File: src/rtl/sd_card_cmd_responder.sv
// Card-side SD CMD line endpoint: receives 48-bit host commands (CRC7/end-bit checked)
// and serialises the card response after the Ncr gap. Optional macro: SD_RSP_TIMEOUT_EN.
module sd_card_cmd_responder #(
    parameter int unsigned NCR_MIN = 2,
    parameter int unsigned NCR_MAX = 64
) (
    input  logic        clk,
    input  logic        reset,
    input  logic        bit_en_i,
    input  logic        cmd_in_i,
    output logic        cmd_out_o,
    output logic        cmd_oe_o,
    output logic        cmd_valid_o,
    output logic        cmd_err_o,
    output logic [5:0]  cmd_index_o,
    output logic [31:0] cmd_arg_o,
    output logic        rsp_ready_o,
    input  logic        rsp_valid_i,
    input  logic        rsp_skip_i,
    input  logic [5:0]  rsp_index_i,
    input  logic [31:0] rsp_status_i,
    output logic        rsp_timeout_o
);

    localparam int unsigned FRAME_W  = 48;
    localparam int unsigned CRC_BITS = 40;
    localparam int unsigned CNT_W    = 6;
    localparam int unsigned NCR_W    = $clog2(NCR_MAX + 1);

    typedef enum logic [1:0] {IDLE, RX, WAIT_RSP, TX} state_t;

    state_t             state_q, state_d;
    logic [CNT_W-1:0]   bit_cnt_q, bit_cnt_d;
    logic [NCR_W-1:0]   ncr_q, ncr_d;
    logic [6:0]         crc_q, crc_d;
    logic [FRAME_W-1:0] sr_q, sr_d;
    logic               cmd_out_q, cmd_out_d;
    logic               cmd_oe_q, cmd_oe_d;
    logic               cmd_valid_q, cmd_valid_d;
    logic               cmd_err_q, cmd_err_d;
    logic [5:0]         cmd_index_q, cmd_index_d;
    logic [31:0]        cmd_arg_q, cmd_arg_d;
    logic               rsp_ready_q, rsp_ready_d;
    logic               rsp_timeout_q, rsp_timeout_d;
    logic               hs;
    logic [CNT_W-1:0]   bit_num;

    // Serial CRC7 step, G(x) = x^7 + x^3 + 1
    function automatic logic [6:0] crc7_step(input logic [6:0] crc, input logic b);
        logic fb;
        fb = b ^ crc[6];
        return {crc[5:3], crc[2] ^ fb, crc[1:0], fb};
    endfunction

    always_ff @(posedge clk) begin
        if (reset) begin
            state_q       <= IDLE;
            bit_cnt_q     <= '0;
            ncr_q         <= '0;
            crc_q         <= '0;
            sr_q          <= '0;
            cmd_out_q     <= 1'b1;
            cmd_oe_q      <= 1'b0;
            cmd_valid_q   <= 1'b0;
            cmd_err_q     <= 1'b0;
            cmd_index_q   <= '0;
            cmd_arg_q     <= '0;
            rsp_ready_q   <= 1'b0;
            rsp_timeout_q <= 1'b0;
        end else begin
            state_q       <= state_d;
            bit_cnt_q     <= bit_cnt_d;
            ncr_q         <= ncr_d;
            crc_q         <= crc_d;
            sr_q          <= sr_d;
            cmd_out_q     <= cmd_out_d;
            cmd_oe_q      <= cmd_oe_d;
            cmd_valid_q   <= cmd_valid_d;
            cmd_err_q     <= cmd_err_d;
            cmd_index_q   <= cmd_index_d;
            cmd_arg_q     <= cmd_arg_d;
            rsp_ready_q   <= rsp_ready_d;
            rsp_timeout_q <= rsp_timeout_d;
        end
    end

    always_comb begin
        state_d       = state_q;
        bit_cnt_d     = bit_cnt_q;
        ncr_d         = ncr_q;
        crc_d         = crc_q;
        sr_d          = sr_q;
        cmd_out_d     = cmd_out_q;
        cmd_oe_d      = cmd_oe_q;
        cmd_valid_d   = 1'b0;
        cmd_err_d     = cmd_err_q;
        cmd_index_d   = cmd_index_q;
        cmd_arg_d     = cmd_arg_q;
        rsp_ready_d   = rsp_ready_q;
        rsp_timeout_d = 1'b0;
        hs            = rsp_ready_q & rsp_valid_i;
        bit_num       = bit_cnt_q + CNT_W'(1);

        case (state_q)
            IDLE: begin
                if (bit_en_i && !cmd_in_i) begin
                    state_d   = RX;
                    bit_cnt_d = CNT_W'(1);
                    crc_d     = '0;
                    sr_d      = '0;
                end
            end
            RX: begin
                if (bit_en_i) begin
                    sr_d      = {sr_q[FRAME_W-2:0], cmd_in_i};
                    bit_cnt_d = bit_num;
                    if (bit_num <= CNT_W'(CRC_BITS)) begin
                        crc_d = crc7_step(crc_q, cmd_in_i);
                    end
                    // dir=0 means another card's response on the bus
                    if (bit_num == CNT_W'(2) && !cmd_in_i) begin
                        state_d = IDLE;
                    end else if (bit_num == CNT_W'(FRAME_W)) begin
                        cmd_valid_d = 1'b1;
                        cmd_index_d = sr_q[44:39];
                        cmd_arg_d   = sr_q[38:7];
                        cmd_err_d   = (sr_q[6:0] != crc_q) || !cmd_in_i;
                        bit_cnt_d   = '0;
                        ncr_d       = '0;
                        if ((sr_q[6:0] != crc_q) || !cmd_in_i) begin
                            state_d = IDLE;
                        end else begin
                            state_d     = WAIT_RSP;
                            rsp_ready_d = 1'b1;
                        end
                    end
                end
            end
            WAIT_RSP: begin
                if (bit_en_i && ncr_q != NCR_W'(NCR_MAX)) begin
                    ncr_d = ncr_q + NCR_W'(1);
                end
                if (hs) begin
                    rsp_ready_d = 1'b0;
                    if (rsp_skip_i) begin
                        state_d = IDLE;
                    end else begin
                        sr_d = {2'b00, rsp_index_i, rsp_status_i, 7'b0, 1'b1};
                    end
                end else if (!rsp_ready_q && bit_en_i && ncr_q >= NCR_W'(NCR_MIN)) begin
                    // response accepted earlier: drive the start bit now
                    state_d   = TX;
                    cmd_oe_d  = 1'b1;
                    cmd_out_d = sr_q[FRAME_W-1];
                    sr_d      = {sr_q[FRAME_W-2:0], 1'b0};
                    crc_d     = crc7_step(7'b0, sr_q[FRAME_W-1]);
                    bit_cnt_d = CNT_W'(1);
                end
`ifdef SD_RSP_TIMEOUT_EN
                else if (rsp_ready_q && bit_en_i && ncr_q == NCR_W'(NCR_MAX - 1)) begin
                    rsp_timeout_d = 1'b1;
                    rsp_ready_d   = 1'b0;
                    state_d       = IDLE;
                end
`endif
            end
            TX: begin
                if (bit_en_i) begin
                    if (bit_cnt_q == CNT_W'(FRAME_W)) begin
                        state_d   = IDLE;
                        cmd_oe_d  = 1'b0;
                        cmd_out_d = 1'b1;
                        bit_cnt_d = '0;
                    end else begin
                        bit_cnt_d = bit_num;
                        if (bit_num <= CNT_W'(CRC_BITS)) begin
                            cmd_out_d = sr_q[FRAME_W-1];
                            sr_d      = {sr_q[FRAME_W-2:0], 1'b0};
                            crc_d     = crc7_step(crc_q, sr_q[FRAME_W-1]);
                        end else if (bit_num < CNT_W'(FRAME_W)) begin
                            cmd_out_d = crc_q[6];
                            crc_d     = {crc_q[5:0], 1'b0};
                        end else begin
                            cmd_out_d = 1'b1;
                        end
                    end
                end
            end
            default: state_d = IDLE;
        endcase
    end

    assign cmd_out_o     = cmd_out_q;
    assign cmd_oe_o      = cmd_oe_q;
    assign cmd_valid_o   = cmd_valid_q;
    assign cmd_err_o     = cmd_err_q;
    assign cmd_index_o   = cmd_index_q;
    assign cmd_arg_o     = cmd_arg_q;
    assign rsp_ready_o   = rsp_ready_q;
    assign rsp_timeout_o = rsp_timeout_q;

endmodule

File: config.mk
export PLATFORM = sky130hd
export DESIGN_NAME = sd_card_cmd_responder
export DESIGN_NICKNAME = d
export VERILOG_FILES = /design/src/rtl/sd_card_cmd_responder.sv
export SDC_FILE = /design/constraint.sdc
export NUM_CORES = 1
export LEC_CHECK = 0
export ABC_CLOCK_PERIOD_IN_PS = 2100
export CAP_MARGIN = 20
export CORE_ASPECT_RATIO = 1.2
export CORE_MARGIN = 5
export CORE_UTILIZATION = 45
export CTS_BUF_LIST = sky130_fd_sc_hd__clkbuf_8 sky130_fd_sc_hd__clkbuf_16
export DETAILED_ROUTE_END_ITERATION = 12
export GPL_ROUTABILITY_DRIVEN = 1
export PLACE_DENSITY_LB_ADDON = 0.1
export SLEW_MARGIN = 10
export SYNTH_ARGS = -nofsm -noshare
export SYNTH_HDL_FRONTEND = slang
export SYNTH_SLANG_ARGS = --single-unit
File: constraint.sdc
create_clock -name clk -period 2.1 [get_ports clk]
set_input_delay 0.42 -clock clk [delete_from_list [all_inputs] [get_ports clk]]
set_output_delay 0.42 -clock clk [all_outputs]
set_load 0.005 [all_outputs]
-- Yosys cells after proc, flatten, opt, wreduce, memory -nomap -nowiden
Index checks and enable logic that the tools add are counted.
- logic and storage cells: 136
- input port bits: 44
- register bits: 113
- $add $sub $neg: 2
- bitwise operators: 8
- magnitude comparators: 3
- equal/unequal tests: 27
- reduce and logical (&&, ||, !) cells: 21
- multiplexer cells: 63
- operator list (kind ; number):
    48-bit two-way mux ; 8
    48-bit case mux with 4 select lines ; 1
    7-bit two-way mux ; 13
    6-bit two-way mux ; 8
    2-bit inequality test, second input constant ; 14
    7-bit case mux with 4 select lines ; 1
    6-bit case mux with 4 select lines ; 1
    2-bit two-way mux ; 10
    1-bit two-way mux ; 16
    3-bit inequality test, second input constant ; 5
    5-bit AND reduction ; 3
    7-bit case mux with 2 select lines ; 1
    7-bit AND reduction ; 2
    6-bit == test, second input constant ; 2
    2-bit case mux with 4 select lines ; 1
    4-bit AND reduction ; 2
    8-bit AND reduction ; 1
    7-bit by 1-bit adder with 7-bit output, second input constant ; 1
    7-bit by 2-bit greater-or-equal comparator with 1-bit output, second input constant ; 1
    7-bit inequality test ; 1
    7-bit inequality test, second input constant ; 1
    6-bit by 1-bit adder with 6-bit output, second input constant ; 1
    6-bit by 2-bit == test with 1-bit output, second input constant ; 1
    6-bit less-or-equal comparator, second input constant ; 1
    14 further kinds ; 28

-- Logic depth before layout (Yosys ltp)
- depth after elaboration: 7
- gate-level depth with buffers: 10

-- Worst setup path before layout
OpenSTA, ideal clock, no wires.
- path type: flip-flop to flip-flop
- from: register ncr_q[0]
- to: register sr_q[15]
- setup slack: 0.013 ns
- buffers on the path: 3
- data arrival time: 2.015 ns
- cell stages (with the launch flop): 11
- period minus slack after synthesis: 2.087 ns
- library setup time: 0.072 ns
- data required time: 2.028 ns
- cells stage by stage: dfxtp_1 > inv_1 > ha_1 > nor3_1 > a211oi_2 > or2_1 > buf_6 > o221ai_2 > buf_6 > buf_12 > mux2i_1
- cells in the longest elaborated chain, start to end: 4
- ends and longest elaborated chain (item ; RTL line ; text):
    start: declaration ; 34 ; logic [NCR_W-1:0] ncr_q, ncr_d;
    start signal: assignment ; 73 ; ncr_q <= ncr_d;
    7-bit by 2-bit greater-or-equal comparator with 1-bit output ; 150 ; end else if (!rsp_ready_q && bit_en_i && ncr_q >= NCR_W'(NCR_MIN)) begin
    1-bit logical AND ; 150 ;
    3-bit inequality test (no source line) ; - ;
    7-bit AND reduction (no source line) ; - ;
    end signal: assignment ; 75 ; sr_q <= sr_d;
    end: declaration ; 36 ; logic [FRAME_W-1:0] sr_q, sr_d;
No other way between the ends.
A chain may end at the register's enable or synchronous reset.

-- Final worst setup path
- from: register bit_cnt_q[3]
- to: register cmd_arg_q[19] (netlist: cmd_arg_o[19])
- cells in the longest elaborated chain, start to end: 5
- ends and longest elaborated chain (item ; RTL line ; text):
    start: declaration ; 33 ; logic [CNT_W-1:0] bit_cnt_q, bit_cnt_d;
    start signal: assignment ; 72 ; bit_cnt_q <= bit_cnt_d;
    6-bit by 1-bit adder with 6-bit output * ; 102 ; bit_num = bit_cnt_q + CNT_W'(1);
    6-bit by 2-bit == test with 1-bit output ; 121 ; if (bit_num == CNT_W'(2) && !cmd_in_i) begin
    1-bit logical AND ; 121 ;
    1-bit NOT (no source line) ; - ;
    4-bit AND reduction (no source line) * ; - ;
    end signal: assignment ; 81 ; cmd_arg_q <= cmd_arg_d;
    end: declaration ; 42 ; logic [31:0] cmd_arg_q, cmd_arg_d;
Every way passes the cells marked *; elsewhere a longest branch is shown, timed or not.

==> results.tsv <==
metric	value	unit
net count after synthesis	672	
Final Non-Filler Cells	938	
worst slack at placement	-0.218	ns
number of placement rows	45	
worst endpoint data arrival time	2.38	ns
I/O pin count	88	
synthesized area	5670	µm²
average footprint of a synthesized cell	9.11	µm²
DIE AREA	14900	µm²
required time worst endpoint	2.38	ns
cell area after placement	6900	µm²
top_reg_cell synth	sky130_fd_sc_hd__dfxtp_1	
number of max-cap violations	0	
leakage power	3.10	nW
gpl congestion	0.891	
final net count	812	
ANT cells	0	
overflow left after global routing	0	
biggest area contributors in the synthesized netlist	sky130_fd_sc_hd__dfxtp_1 (40%), sky130_fd_sc_hd__mux2i_1 (16%), sky130_fd_sc_hd__nand2_1 (6.8%)	
largest net degree at the start of global routing	38	
DP Cell Count	883	
Core Footprint	12500	µm²
aggregate negative setup slack	-0.00524	ns
number of buffers created by CTS	17	
Total Wirelength	15600	µm
post-route minimum period	2.10	ns
Syn. warnings	0	
number of DRC violations after detailed-routing iteration 0	324	
number of distinct standard cells referenced by the synthesized netlist	70	
number of synthesized flops with an enable pin	0	
class of the most critical hold timing path	flop to flop	
average wire per cell in the routed design	16.6	µm
unrepaired setup endpoints after global routing	yes	
sum of internal, switching and leakage power	6.40	mW
cell with the most instances after synthesis	sky130_fd_sc_hd__dfxtp_1	
final non-filler cell area	7960	µm²
number of vias after detailed routing	5032	
kind of launch point of the worst setup path	flop	
reg-to-reg critical path startpoint	bit_cnt_q[3]$_SDFFE_PP0P_	
portion of the clock cycle consumed by the worst path in the final layout	100	%
Worst Path Class, Setup	flop to flop	
vias in the first global route	4954	
number of antenna violations at the first check in global routing	0	
violations in the final reports	setup timing	
Clk Tree Root Cell	sky130_fd_sc_hd__clkbuf_16	
Clock Sinks	113	
count of H-tree levels built during CTS	4	
post-synth top area share	39.9	%
startpoint of the lowest-slack hold path	sr_q[46]$_SDFFE_PP0P_	
sequential element share of the synthesized area	39.9	%
antenna viol nets, final	0	
post-detailed-route DRC marker count	0	
quantity of I/O buffers inserted on ports	86	
clk buf depth	2	
final-report max-slew violation count	0	
result of the run	finished with violations	
top cell type by total area after synthesis	sky130_fd_sc_hd__dfxtp_1	
Worst-Skew Late Latency	0.41	ns
gate count of the mapped netlist	622	
Die X-Extent	112	µm
Die Ht	133	µm
clock-pin transition on the worst setup and hold timing paths	0.06	ns
global-route wire length before repair	24900	µm
Synth-to-Final Area Change	40.5	%
Fmax	476	MHz
starting density of the core	45.3	%
FFs w/ async S/R, synth	0	%
global-route total usage across every layer	20.6	%
cell types with the highest counts after synthesis	sky130_fd_sc_hd__dfxtp_1 (113), sky130_fd_sc_hd__nand2_1 (102), sky130_fd_sc_hd__mux2i_1 (89)	
half-perimeter wire length after detailed placement	10400	µm
fin worst setup slack	-0.00284	ns
hold_buf cts	0	
layout cells sized above 1	19.5	%
element type at the critical path end	flop	
final setup violation count	2	
worst setup skew after layout	0.0131	ns
Hold Slack	0.465	ns
Crit. Startpoint	bit_cnt_q[3]$_SDFFE_PP0P_	
TritonCTS clock tree	done	
Worst VDD drop	0.000530	V
Vias per Instance	5.36	
register bit count reported by yosys	113	
length of the first detailed-routing pass in iterations	5	
core utilization of the finished layout	63.7	%
Power Dens Cells	804	nW/µm²
biggest fanout along the worst timing path	5	
final-report hold violation count	0	
==> per-layer routing <==
metal  track usage (%)  up-vias  share of wire, %
met1              24.6     2394                43
met4              7.35        0               1.7
li1                  -     2491                 -
met3              4.94       20               4.0
met2              35.9      127                52
met5                 0        -                 0
==> final timing paths <==
kind                                 to  slack (ns)  depth (start not counted)
min reg2reg       sr_q[46]$_SDFFE_PP0P_        0.47                          2
max reg2reg  cmd_arg_o[19]$_SDFFE_PP0P_      -0.003                          8
min               sr_q[46]$_SDFFE_PP0P_        0.47                          2
max          cmd_arg_o[19]$_SDFFE_PP0P_      -0.003                          8
==> cells by family after synthesis <==
| kind of cell | after synthesis | synth area share, % |
|---|---|---|
| flops | 113 | 39.9 |
| other cells | 1 | 0.0662 |
| compound gates | 105 | 14.6 |
| mux | 90 | 15.9 |
| fa+ha+maj | 6 | 1.32 |
| xor+xnor | 16 | 2.47 |
| buf+inv | 63 | 7.51 |
| simple gates | 228 | 18.2 |
==> report_power, final <==
group | total (mW) | switching (mW) | internal (mW)
Sequential | 2.20 | 0.0298 | 2.17
Combinational | 1.17 | 0.615 | 0.556
Clock | 3.02 | 0.999 | 2.03
Total | 6.40 | 1.64 | 4.75
==> worst max-delay path: stages, from the launching register on <==
cell                        delay [ns]
sky130_fd_sc_hd__dfxtp_4          0.35
sky130_fd_sc_hd__buf_4            0.14
sky130_fd_sc_hd__or3_1            0.36
sky130_fd_sc_hd__o211ai_1         0.19
sky130_fd_sc_hd__o2111a_2         0.41
sky130_fd_sc_hd__buf_6            0.17
sky130_fd_sc_hd__clkbuf_16        0.15
sky130_fd_sc_hd__mux2i_1          0.17
sky130_fd_sc_hd__nor2_1           0.05
==> cell type report <==
class	instances	area, µm²
clock buffer	19	453
clock inverter	12	168
fill	1099	4540
inverter	9	33.8
multi-input combinational	446	3080
sequential	113	2270
tap	164	205
timing repair buffer	175	1750
==> cells in the final DEF, fill, tap and decap left out, types with 4 or more instances in the layout <==
| master | instances |
|---|---|
| sky130_fd_sc_hd__nor3_1 | 4 |
| sky130_fd_sc_hd__dfxtp_1 | 107 |
| sky130_fd_sc_hd__buf_12 | 4 |
| sky130_fd_sc_hd__inv_2 | 4 |
| sky130_fd_sc_hd__inv_1 | 7 |
| sky130_fd_sc_hd__nand2_1 | 102 |
| sky130_fd_sc_hd__nand4_1 | 12 |
| sky130_fd_sc_hd__clkbuf_16 | 21 |
| sky130_fd_sc_hd__mux2i_1 | 89 |
| sky130_fd_sc_hd__buf_4 | 69 |
| sky130_fd_sc_hd__o21ai_0 | 9 |
| sky130_fd_sc_hd__nor2_1 | 64 |
| sky130_fd_sc_hd__xnor2_1 | 9 |
| sky130_fd_sc_hd__a311oi_1 | 4 |
| sky130_fd_sc_hd__bufinv_16 | 4 |
| sky130_fd_sc_hd__a22o_1 | 37 |
| sky130_fd_sc_hd__buf_6 | 7 |
| sky130_fd_sc_hd__a21oi_1 | 18 |
| sky130_fd_sc_hd__dfxtp_2 | 4 |
| sky130_fd_sc_hd__xor2_1 | 7 |
| sky130_fd_sc_hd__clkdlybuf4s50_1 | 85 |
| sky130_fd_sc_hd__a22oi_1 | 4 |
| sky130_fd_sc_hd__nand3_1 | 13 |
==> sequential cells by signal (all words and copies together) (netlist names) <==
name         count
sr_q            48
cmd_arg_o       32
crc_q            7
ncr_q            7
bit_cnt_q        6
cmd_index_o      6
state_q          2
cmd_err_o        1
cmd_oe_o         1
cmd_out_o        1
cmd_valid_o      1
rsp_ready_o      1
==> what timing repair did <==
item | 4_1_cts | 5_1_grt
pin swaps | 5 | 9
gates resized for setup | 25 | 18
buffers inserted | 13 | 8
gates cloned | 3 | 4
endpoints found under the setup margin | 97 | 101
(Power assumes the default switching activity.)
